===== config.mk =====
export PLATFORM = sky130hd
export DESIGN_NAME = reg_write_arbiter_flat
export DESIGN_NICKNAME = d
export VERILOG_FILES = /design/src/rtl/reg_write_arbiter_pkg.sv /design/src/rtl/reg_write_arbiter_if.sv /design/src/rtl/reg_write_arbiter_wr_fifo.sv /design/src/rtl/reg_write_arbiter.sv /design/src/flat_wrapper.sv
export SDC_FILE = /design/constraint.sdc
export NUM_CORES = 1
export LEC_CHECK = 0
export BUFFER_PORTS_ARGS = -buffer_cell sky130_fd_sc_hd__buf_2
export CELL_PAD_IN_SITES_DETAIL_PLACEMENT = 1
export CELL_PAD_IN_SITES_GLOBAL_PLACEMENT = 2
export CORE_AREA = 2 2 141 143
export DETAILED_ROUTE_END_ITERATION = 7
export DIE_AREA = 0 0 143 145
export HOLD_SLACK_MARGIN = 0.02
export PLACE_DENSITY_LB_ADDON = 0.1
export SYNTH_ARGS = -nofsm -noshare
export SYNTH_HDL_FRONTEND = slang
export SYNTH_HIERARCHICAL = 1
export SYNTH_SLANG_ARGS = --single-unit
export TNS_END_PERCENT = 100

===== constraint.sdc =====
create_clock -name clock -period 3.6 [get_ports clock]
set_input_delay 0.18 -clock clock [delete_from_list [all_inputs] [get_ports clock]]
set_output_delay 0.18 -clock clock [all_outputs]
set_load 0.005 [all_outputs]

===== src/rtl/reg_write_arbiter_pkg.sv =====
// Shared types for the register-file write arbiter: register id/data widths,
// the write-request record carried through the long-latency buffer, and the
// write-port source selector.
package reg_write_arbiter_pkg;

    localparam int REG_ID_W   = 5;
    localparam int REG_DATA_W = 32;
    localparam int NUM_REGS   = 32;

    typedef logic [REG_ID_W-1:0]   reg_id_t;
    typedef logic [REG_DATA_W-1:0] reg_data_t;

    typedef struct packed {
        reg_id_t   id;
        reg_data_t value;
    } wr_req_t;

    typedef enum logic [1:0] {
        SRC_NONE,
        SRC_WB,
        SRC_BUF,
        SRC_LU
    } wr_src_e;

    // Register 0 is hard-wired, so an id of 0 never names a real destination.
    function automatic logic id_valid(reg_id_t id);
        return id != '0;
    endfunction

endpackage


===== src/rtl/reg_write_arbiter_if.sv =====
// Bundle of the arbiter's request, handshake, hazard-query and write-port
// signals. The slave modport is the arbiter's view; master is the pipeline side.
interface reg_write_arbiter_if
    import reg_write_arbiter_pkg::*;
#(
    parameter int DEPTH = 2
);
    localparam int CNT_W = $clog2(DEPTH) + 1;

    logic             wb_write_en;
    reg_id_t          wb_write_id;
    reg_data_t        wb_write_value;

    logic             lu_valid;
    reg_id_t          lu_write_id;
    reg_data_t        lu_write_value;
    logic             lu_ready;

    logic             issue_en;
    reg_id_t          issue_id;
    reg_id_t          query_rs_id;
    reg_id_t          query_rt_id;
    logic             stall_out;

    logic             control_reg_write;
    reg_id_t          control_write_id;
    reg_data_t        reg_write_value;
    logic [CNT_W-1:0] pending_count;

    modport master (
        output wb_write_en, wb_write_id, wb_write_value,
        output lu_valid, lu_write_id, lu_write_value,
        input  lu_ready,
        output issue_en, issue_id, query_rs_id, query_rt_id,
        input  stall_out,
        input  control_reg_write, control_write_id, reg_write_value, pending_count
    );

    modport slave (
        input  wb_write_en, wb_write_id, wb_write_value,
        input  lu_valid, lu_write_id, lu_write_value,
        output lu_ready,
        input  issue_en, issue_id, query_rs_id, query_rt_id,
        output stall_out,
        output control_reg_write, control_write_id, reg_write_value, pending_count
    );

endinterface


===== src/rtl/reg_write_arbiter_wr_fifo.sv =====
// Small FIFO holding long-latency results that lost the write port.
// Storage is not reset; only the pointers and occupancy are.
module wr_fifo
    import reg_write_arbiter_pkg::*;
#(
    parameter  int DEPTH = 2,
    localparam int PTR_W = $clog2(DEPTH),
    localparam int CNT_W = PTR_W + 1
) (
    input  logic             clock,
    input  logic             reset_n,
    input  logic             push,
    input  wr_req_t          push_data,
    input  logic             pop,
    output wr_req_t          head,
    output logic [CNT_W-1:0] count,
    output logic             full,
    output logic             empty
);

    localparam logic [CNT_W-1:0] DEPTH_C = CNT_W'(DEPTH);

    wr_req_t          mem [DEPTH];
    logic [PTR_W-1:0] wr_ptr;
    logic [PTR_W-1:0] rd_ptr;

    // Entry storage: written on push, never cleared.
    always_ff @(posedge clock) begin
        if (push) begin
            mem[wr_ptr] <= push_data;
        end
    end

    // Pointers wrap naturally because DEPTH is a power of two.
    always_ff @(posedge clock or negedge reset_n) begin
        if (!reset_n) begin
            wr_ptr <= '0;
            rd_ptr <= '0;
            count  <= '0;
        end else begin
            if (push) wr_ptr <= wr_ptr + 1'b1;
            if (pop)  rd_ptr <= rd_ptr + 1'b1;
            case ({push, pop})
                2'b10:   count <= count + 1'b1;
                2'b01:   count <= count - 1'b1;
                default: count <= count;
            endcase
        end
    end

    assign head  = mem[rd_ptr];
    assign full  = (count == DEPTH_C);
    assign empty = (count == '0);

endmodule


===== src/rtl/reg_write_arbiter.sv =====
// Register-file write-port arbiter. Each cycle one source wins the single
// write port (WB, then buffered LU result, then LU bypass); the winner is
// registered so the register file sees stable values at its negedge write.
// A 32-bit scoreboard tracks registers awaiting long-latency results and
// drives the decode stall.
module reg_write_arbiter
    import reg_write_arbiter_pkg::*;
#(
    parameter int DEPTH = 2
) (
    input  logic                clock,
    input  logic                reset_n,
    reg_write_arbiter_if.slave  bus
);

    localparam int CNT_W = $clog2(DEPTH) + 1;

    wr_src_e          src;
    wr_req_t          grant_req;
    wr_req_t          lu_req;
    wr_req_t          fifo_head;
    logic             fifo_push;
    logic             fifo_pop;
    logic             fifo_full;
    logic             fifo_empty;
    logic [CNT_W-1:0] fifo_count;
    logic             wb_req;
    logic             lu_ready;
    logic             lu_xfer;

    logic [NUM_REGS-1:0] pending_q;
    logic [NUM_REGS-1:0] pending_d;

    logic      wr_vld_p1;
    reg_id_t   wr_id_p1;
    reg_data_t wr_value_p1;

    assign wb_req   = bus.wb_write_en && id_valid(bus.wb_write_id);
    assign lu_ready = reset_n && !fifo_full;
    assign lu_xfer  = bus.lu_valid && lu_ready;
    assign lu_req   = '{id: bus.lu_write_id, value: bus.lu_write_value};

    wr_fifo #(
        .DEPTH (DEPTH)
    ) u_wr_fifo (
        .clock     (clock),
        .reset_n   (reset_n),
        .push      (fifo_push),
        .push_data (lu_req),
        .pop       (fifo_pop),
        .head      (fifo_head),
        .count     (fifo_count),
        .full      (fifo_full),
        .empty     (fifo_empty)
    );

    // Pick the write-port owner; an LU result that does not win is buffered.
    always_comb begin
        src       = SRC_NONE;
        grant_req = '0;
        fifo_push = 1'b0;
        fifo_pop  = 1'b0;
        if (wb_req) begin
            src       = SRC_WB;
            grant_req = '{id: bus.wb_write_id, value: bus.wb_write_value};
            fifo_push = lu_xfer;
        end else if (!fifo_empty) begin
            src       = SRC_BUF;
            grant_req = fifo_head;
            fifo_pop  = 1'b1;
            fifo_push = lu_xfer;
        end else if (lu_xfer) begin
            src       = SRC_LU;
            grant_req = lu_req;
        end
    end

    // Scoreboard next state: granted LU results clear, issues set, set wins.
    always_comb begin
        pending_d = pending_q;
        if (src == SRC_BUF || src == SRC_LU) begin
            pending_d[grant_req.id] = 1'b0;
        end
        if (bus.issue_en && id_valid(bus.issue_id)) begin
            pending_d[bus.issue_id] = 1'b1;
        end
    end

    // Scoreboard register.
    always_ff @(posedge clock or negedge reset_n) begin
        if (!reset_n) begin
            pending_q <= '0;
        end else begin
            pending_q <= pending_d;
        end
    end

    // Write-port stage p1: id/value hold when nothing is granted.
    always_ff @(posedge clock or negedge reset_n) begin
        if (!reset_n) begin
            wr_vld_p1   <= 1'b0;
            wr_id_p1    <= '0;
            wr_value_p1 <= '0;
        end else begin
            wr_vld_p1 <= (src != SRC_NONE);
            if (src != SRC_NONE) begin
                wr_id_p1    <= grant_req.id;
                wr_value_p1 <= grant_req.value;
            end
        end
    end

    assign bus.lu_ready          = lu_ready;
    assign bus.pending_count     = fifo_count;
    assign bus.control_reg_write = wr_vld_p1;
    assign bus.control_write_id  = wr_id_p1;
    assign bus.reg_write_value   = wr_value_p1;
    assign bus.stall_out = (pending_q[bus.query_rs_id] && id_valid(bus.query_rs_id)) ||
                           (pending_q[bus.query_rt_id] && id_valid(bus.query_rt_id));

endmodule


===== src/flat_wrapper.sv =====
// flat-port wrapper written by rule: the top's interface ports become plain ports
module reg_write_arbiter_flat import reg_write_arbiter_pkg::*;
#(
    parameter int DEPTH = 2
)
  (clock, reset_n, bus_wb_write_en, bus_wb_write_id, bus_wb_write_value, bus_lu_valid, bus_lu_write_id, bus_lu_write_value, bus_lu_ready, bus_issue_en, bus_issue_id, bus_query_rs_id, bus_query_rt_id, bus_stall_out, bus_control_reg_write, bus_control_write_id, bus_reg_write_value, bus_pending_count);
  reg_write_arbiter_if #(.DEPTH(DEPTH)) bus_i ();
  input  logic clock;
  input  logic reset_n;
  input wire logic [$bits(bus_i.wb_write_en)-1:0] bus_wb_write_en;
  input wire logic [$bits(bus_i.wb_write_id)-1:0] bus_wb_write_id;
  input wire logic [$bits(bus_i.wb_write_value)-1:0] bus_wb_write_value;
  input wire logic [$bits(bus_i.lu_valid)-1:0] bus_lu_valid;
  input wire logic [$bits(bus_i.lu_write_id)-1:0] bus_lu_write_id;
  input wire logic [$bits(bus_i.lu_write_value)-1:0] bus_lu_write_value;
  output wire logic [$bits(bus_i.lu_ready)-1:0] bus_lu_ready;
  input wire logic [$bits(bus_i.issue_en)-1:0] bus_issue_en;
  input wire logic [$bits(bus_i.issue_id)-1:0] bus_issue_id;
  input wire logic [$bits(bus_i.query_rs_id)-1:0] bus_query_rs_id;
  input wire logic [$bits(bus_i.query_rt_id)-1:0] bus_query_rt_id;
  output wire logic [$bits(bus_i.stall_out)-1:0] bus_stall_out;
  output wire logic [$bits(bus_i.control_reg_write)-1:0] bus_control_reg_write;
  output wire logic [$bits(bus_i.control_write_id)-1:0] bus_control_write_id;
  output wire logic [$bits(bus_i.reg_write_value)-1:0] bus_reg_write_value;
  output wire logic [$bits(bus_i.pending_count)-1:0] bus_pending_count;
  assign bus_i.wb_write_en = bus_wb_write_en;
  assign bus_i.wb_write_id = bus_wb_write_id;
  assign bus_i.wb_write_value = bus_wb_write_value;
  assign bus_i.lu_valid = bus_lu_valid;
  assign bus_i.lu_write_id = bus_lu_write_id;
  assign bus_i.lu_write_value = bus_lu_write_value;
  assign bus_lu_ready = bus_i.lu_ready;
  assign bus_i.issue_en = bus_issue_en;
  assign bus_i.issue_id = bus_issue_id;
  assign bus_i.query_rs_id = bus_query_rs_id;
  assign bus_i.query_rt_id = bus_query_rt_id;
  assign bus_stall_out = bus_i.stall_out;
  assign bus_control_reg_write = bus_i.control_reg_write;
  assign bus_control_write_id = bus_i.control_write_id;
  assign bus_reg_write_value = bus_i.reg_write_value;
  assign bus_pending_count = bus_i.pending_count;
  reg_write_arbiter #(.DEPTH(DEPTH)) u_core (.clock(clock), .reset_n(reset_n), .bus(bus_i));
endmodule

==> implementation parameters <==
Parameter                              Value

Timing
  Worst hold slack after final layout ... 0.0219 ns
  Setup repair after global routing missed its margin ... no
  Slew Viols, Final ... 0
  Worst setup skew after layout ... 0.0133 ns
  FMAX ... 0.357 GHz
  Fin. Hold Viols ... 0
  Post-layout minimum cycle time ... 2.80 ns
  Setup-failing EPs final ... 0
  Transition at the pin with the smallest max-transition slack ... 0.979 ns
  Headroom to the max-slew limit ... 34.7%
  Summed negative setup slack over all endpoints ... 0 ns
  Final worst-path cycle share ... 77.9%

Die
  Placement row count ... 51
  Number of ports placed on the die boundary ... 136
  Die width ... 143 um
  Die area ... 20,700 um^2
  Placeable core region ... 19,200 um^2
  Die Ht ... 145 um
  Starting utilization of the core area ... 36.4%

Drt
  First-pass DRT Iterations ... 4
  Post-route DRC ... 0
  Antenna Violating Nets Remaining ... 0
  First-iteration detailed-routing DRC count ... 193
  Overall routed net length ... 19,200 um
  Routed length per placed instance ... 19.0 um
  Post-detailed-route via-to-cell ratio ... 5.17
  Total via count in the routed design ... 5,220

Clocking
  Clock latency reported for the late side of the worst-skew pair ... 0.43 ns
  Clock sinks ... 147
  Cell at the root of the clock tree ... sky130_fd_sc_hd__clkbuf_16
  PostCTS Resize Cnt ... 0
  Post-CTS repair timing setup buffer count ... 0
  TritonCTS buffer count ... 17
  Clock-pin slew of the registers on the worst-case setup and hold paths ... 0.06 ns
  TritonCTS clock tree ... built
  Hold_buf cts ... 57
  H-Tree Level Count ... 4
  Maximum buffer depth of the clock tree ... 2

Synthesis
  Combined area of all synthesized cells ... 6990 um^2
  Top FF cell, synth ... sky130_fd_sc_hd__edfxtp_1
  Count of distinct cell types in the synthesized netlist ... 56
  Number of synthesized flops with an enable pin ... 74
  Total of flip-flops plus latches after synthesis ... 147
  Average instance area after synthesis ... 12.9 um^2
  Post-synthesis sequential area ratio ... 58.0%
  Proportion of register bits with asynchronous set or reset after synthesis ... 49.7%
  Syn Nets ... 636
  Number of warnings reported in the yosys synthesis log ... 6
  Count of mapped cells out of synthesis ... 541

Setup path
  Arrival time of data at the critical path endpoint ... 3.10 ns
  Library cell appearing most often on the critical path ... sky130_fd_sc_hd__o21ai_1
  Max incr delay on CP ... 0.64 ns
  Worst-path fanout max ... 17
  Type of the worst setup path ... flop to flop
  Critical Path End Type ... flop
  CP Cell Sequence ... nor2_1, and4b_2, a22o_1, nand4_1, o21ai_1, o21ai_1
  Register-to-register setup slack ... 0.80 ns
  Cell family with most CP delay ... simple AND/OR/NAND/NOR gates
  Critical path required time ... 3.90 ns
  Library cell contributing the largest single delay on the critical path ... sky130_fd_sc_hd__and4b_2
  Depth of the most critical reg-to-reg path ... 6
  Nature of the critical path startpoint ... flop
  Total number of cells along the worst setup path ... 6
  Crit path buffers/inverters ... 0

Global routing
  Remaining global-route overflow ... 0
  Combined global-route utilization of all metal layers ... 19.6%
  Antenna violations before repair ... 1
  Largest net degree at the start of global routing ... 70
  Global-route wire length before repair ... 31,300 um
  Vias in the first global route ... 5,802

Cells and area
  Non-Filler Cell Area, Final ... 9070 um^2
  Area of the multi-input gates ... 2730 um^2
  Fraction of layout instances using a drive strength above 1 ... 35.6%
  Nets@finish ... 824
  Layout filler cell count ... 2,030
  Register Area ... 4050 um^2
  Commonest non-fill, non-tap cells in the layout ... sky130_fd_sc_hd__buf_2, sky130_fd_sc_hd__edfxtp_1, sky130_fd_sc_hd__dfrtp_1
  Core Util, Final ... 47.2%
  Commonest non-fill, non-tap cell in the layout ... sky130_fd_sc_hd__buf_2
  Relative area change from synthesis to final layout ... 29.9%

Placement
  GPL Wtd Cong ... 0.803
  Detailed placer's ending HPWL ... 13,300 um
  Post-Place Cell Area ... 7880 um^2
  Count of port buffers added during placement ... 135

Hold path
  Depth of the worst hold-timing path ... 3
  Worst hold path class ... input pin to flop

Power
  Power per cell area ... 710 nW/um^2
  Leak pwr ... 3.53 nW
  Power Total ... 6.44 mW
  Maximum vdd ir drop ... 0.405 mV

Run status
  Run status ... finished, final reports clean

Job
  Max-cap violation count ... 0
==> through the flow <==
step | std cells | setup WS (ns)
after global placement | 918 | 0.909
after floorplan | 541 | 0.520
after CTS | 1007 | 0.805
after detailed placement | 918 | 0.815
final | 1009 | 0.795
after global routing | 1008 | 0.632
==> area by class of cell <==
class | instances | share of cell area, %
multi-input combinational | 353 | 30.1
sequential | 147 | 44.6
inverter | 11 | 0.455
clock inverter | 13 | 1.92
timing repair buffer | 199 | 14.3
clock buffer | 19 | 4.88
tap | 265 | 3.65
antenna | 2 | 0.0551
==> path summary, 6_finish.rpt <==
kind	start	end
min	bus_wb_write_value[27]	u_core/bus.reg_write_value[27]
min reg2reg	u_core/bus.reg_write_value[20]	u_core/bus.reg_write_value[20]
max	u_core/u_wr_fifo/count[0]	u_core/pending_q[11]
min in group asynchronous	reset_n	u_core/u_wr_fifo/count[1]
max in group asynchronous	reset_n	u_core/bus.reg_write_value[24]
max reg2reg	u_core/u_wr_fifo/count[0]	u_core/pending_q[11]
==> cell usage after synthesis (all sizes together), types with 2 or more instances <==
cell | count | share of area, %
dfrtp | 73 | 26
a21oi | 2 | 0.14
o31ai | 6 | 0.64
o21ai | 97 | 7.1
mux2i | 8 | 1.1
nand3b | 7 | 0.75
or2 | 3 | 0.27
buf | 20 | 2.0
mux4 | 13 | 4.2
nand3 | 6 | 0.43
xor2 | 3 | 0.38
mux2 | 38 | 7.2
xnor2 | 2 | 0.25
nand4 | 4 | 0.36
and4b | 2 | 0.29
nand2b | 2 | 0.18
inv | 10 | 0.54
or3b | 3 | 0.38
edfxtp | 74 | 32
nand2 | 50 | 2.7
nor2 | 43 | 2.3
a32o | 3 | 0.43
a32oi | 3 | 0.38
a221oi | 33 | 6.6
nor2b | 5 | 0.45
clkbuf | 10 | 0.56
==> cells by family (layout without fill, tap and decap cells) <==
| logic type | count (synthesis) | in the layout | share of synthesized area, % |
|---|---|---|---|
| adders and majority gates | 1 | 1 | 0.179 |
| other | 0 | 2 | 0 |
| muxes | 59 | 59 | 12.5 |
| DFF | 147 | 147 | 58.0 |
| buffers and inverters | 41 | 242 | 3.15 |
| and+or+nand+nor | 133 | 133 | 8.99 |
| AOI/OAI and AO/OA | 155 | 155 | 16.6 |
| xor gates and xnor gates | 5 | 5 | 0.627 |
==> power by group <==
group	switching, mW	internal (mW)
Combinational	1.07	0.966
Clock	0.734	1.12
Sequential	0.314	2.24
Total	2.12	4.32
==> registers in the layout, indices dropped and copies added, names as in the netlist <==
signal                        cells
u_core/bus.control_reg_write      1
u_core/bus.control_write_id       5
u_core/bus.reg_write_value       32
u_core/pending_q                 31
u_core/u_wr_fifo/count            2
u_core/u_wr_fifo/mem             74
u_core/u_wr_fifo/rd_ptr           1
u_core/u_wr_fifo/wr_ptr           1
==> worst reg2reg max path, stage by stage, from the launching register on <==
cell and delay, ns:
sky130_fd_sc_hd__dfrtp_1 0.45, sky130_fd_sc_hd__nor2_1 0.61, sky130_fd_sc_hd__and4b_2 0.64, sky130_fd_sc_hd__a22o_1 0.40, sky130_fd_sc_hd__nand4_1 0.28, sky130_fd_sc_hd__o21ai_1 0.22, sky130_fd_sc_hd__o21ai_1 0.09
==> routing by layer <==
| metal | wire length [um] | track usage [%] |
|---|---|---|
| met3 | 697 | 4.06 |
| met4 | 184 | 6.09 |
| met1 | 8510 | 24.6 |
| met2 | 9820 | 33.6 |
| met5 | 0 | 0 |
(Power assumes the default switching activity.)
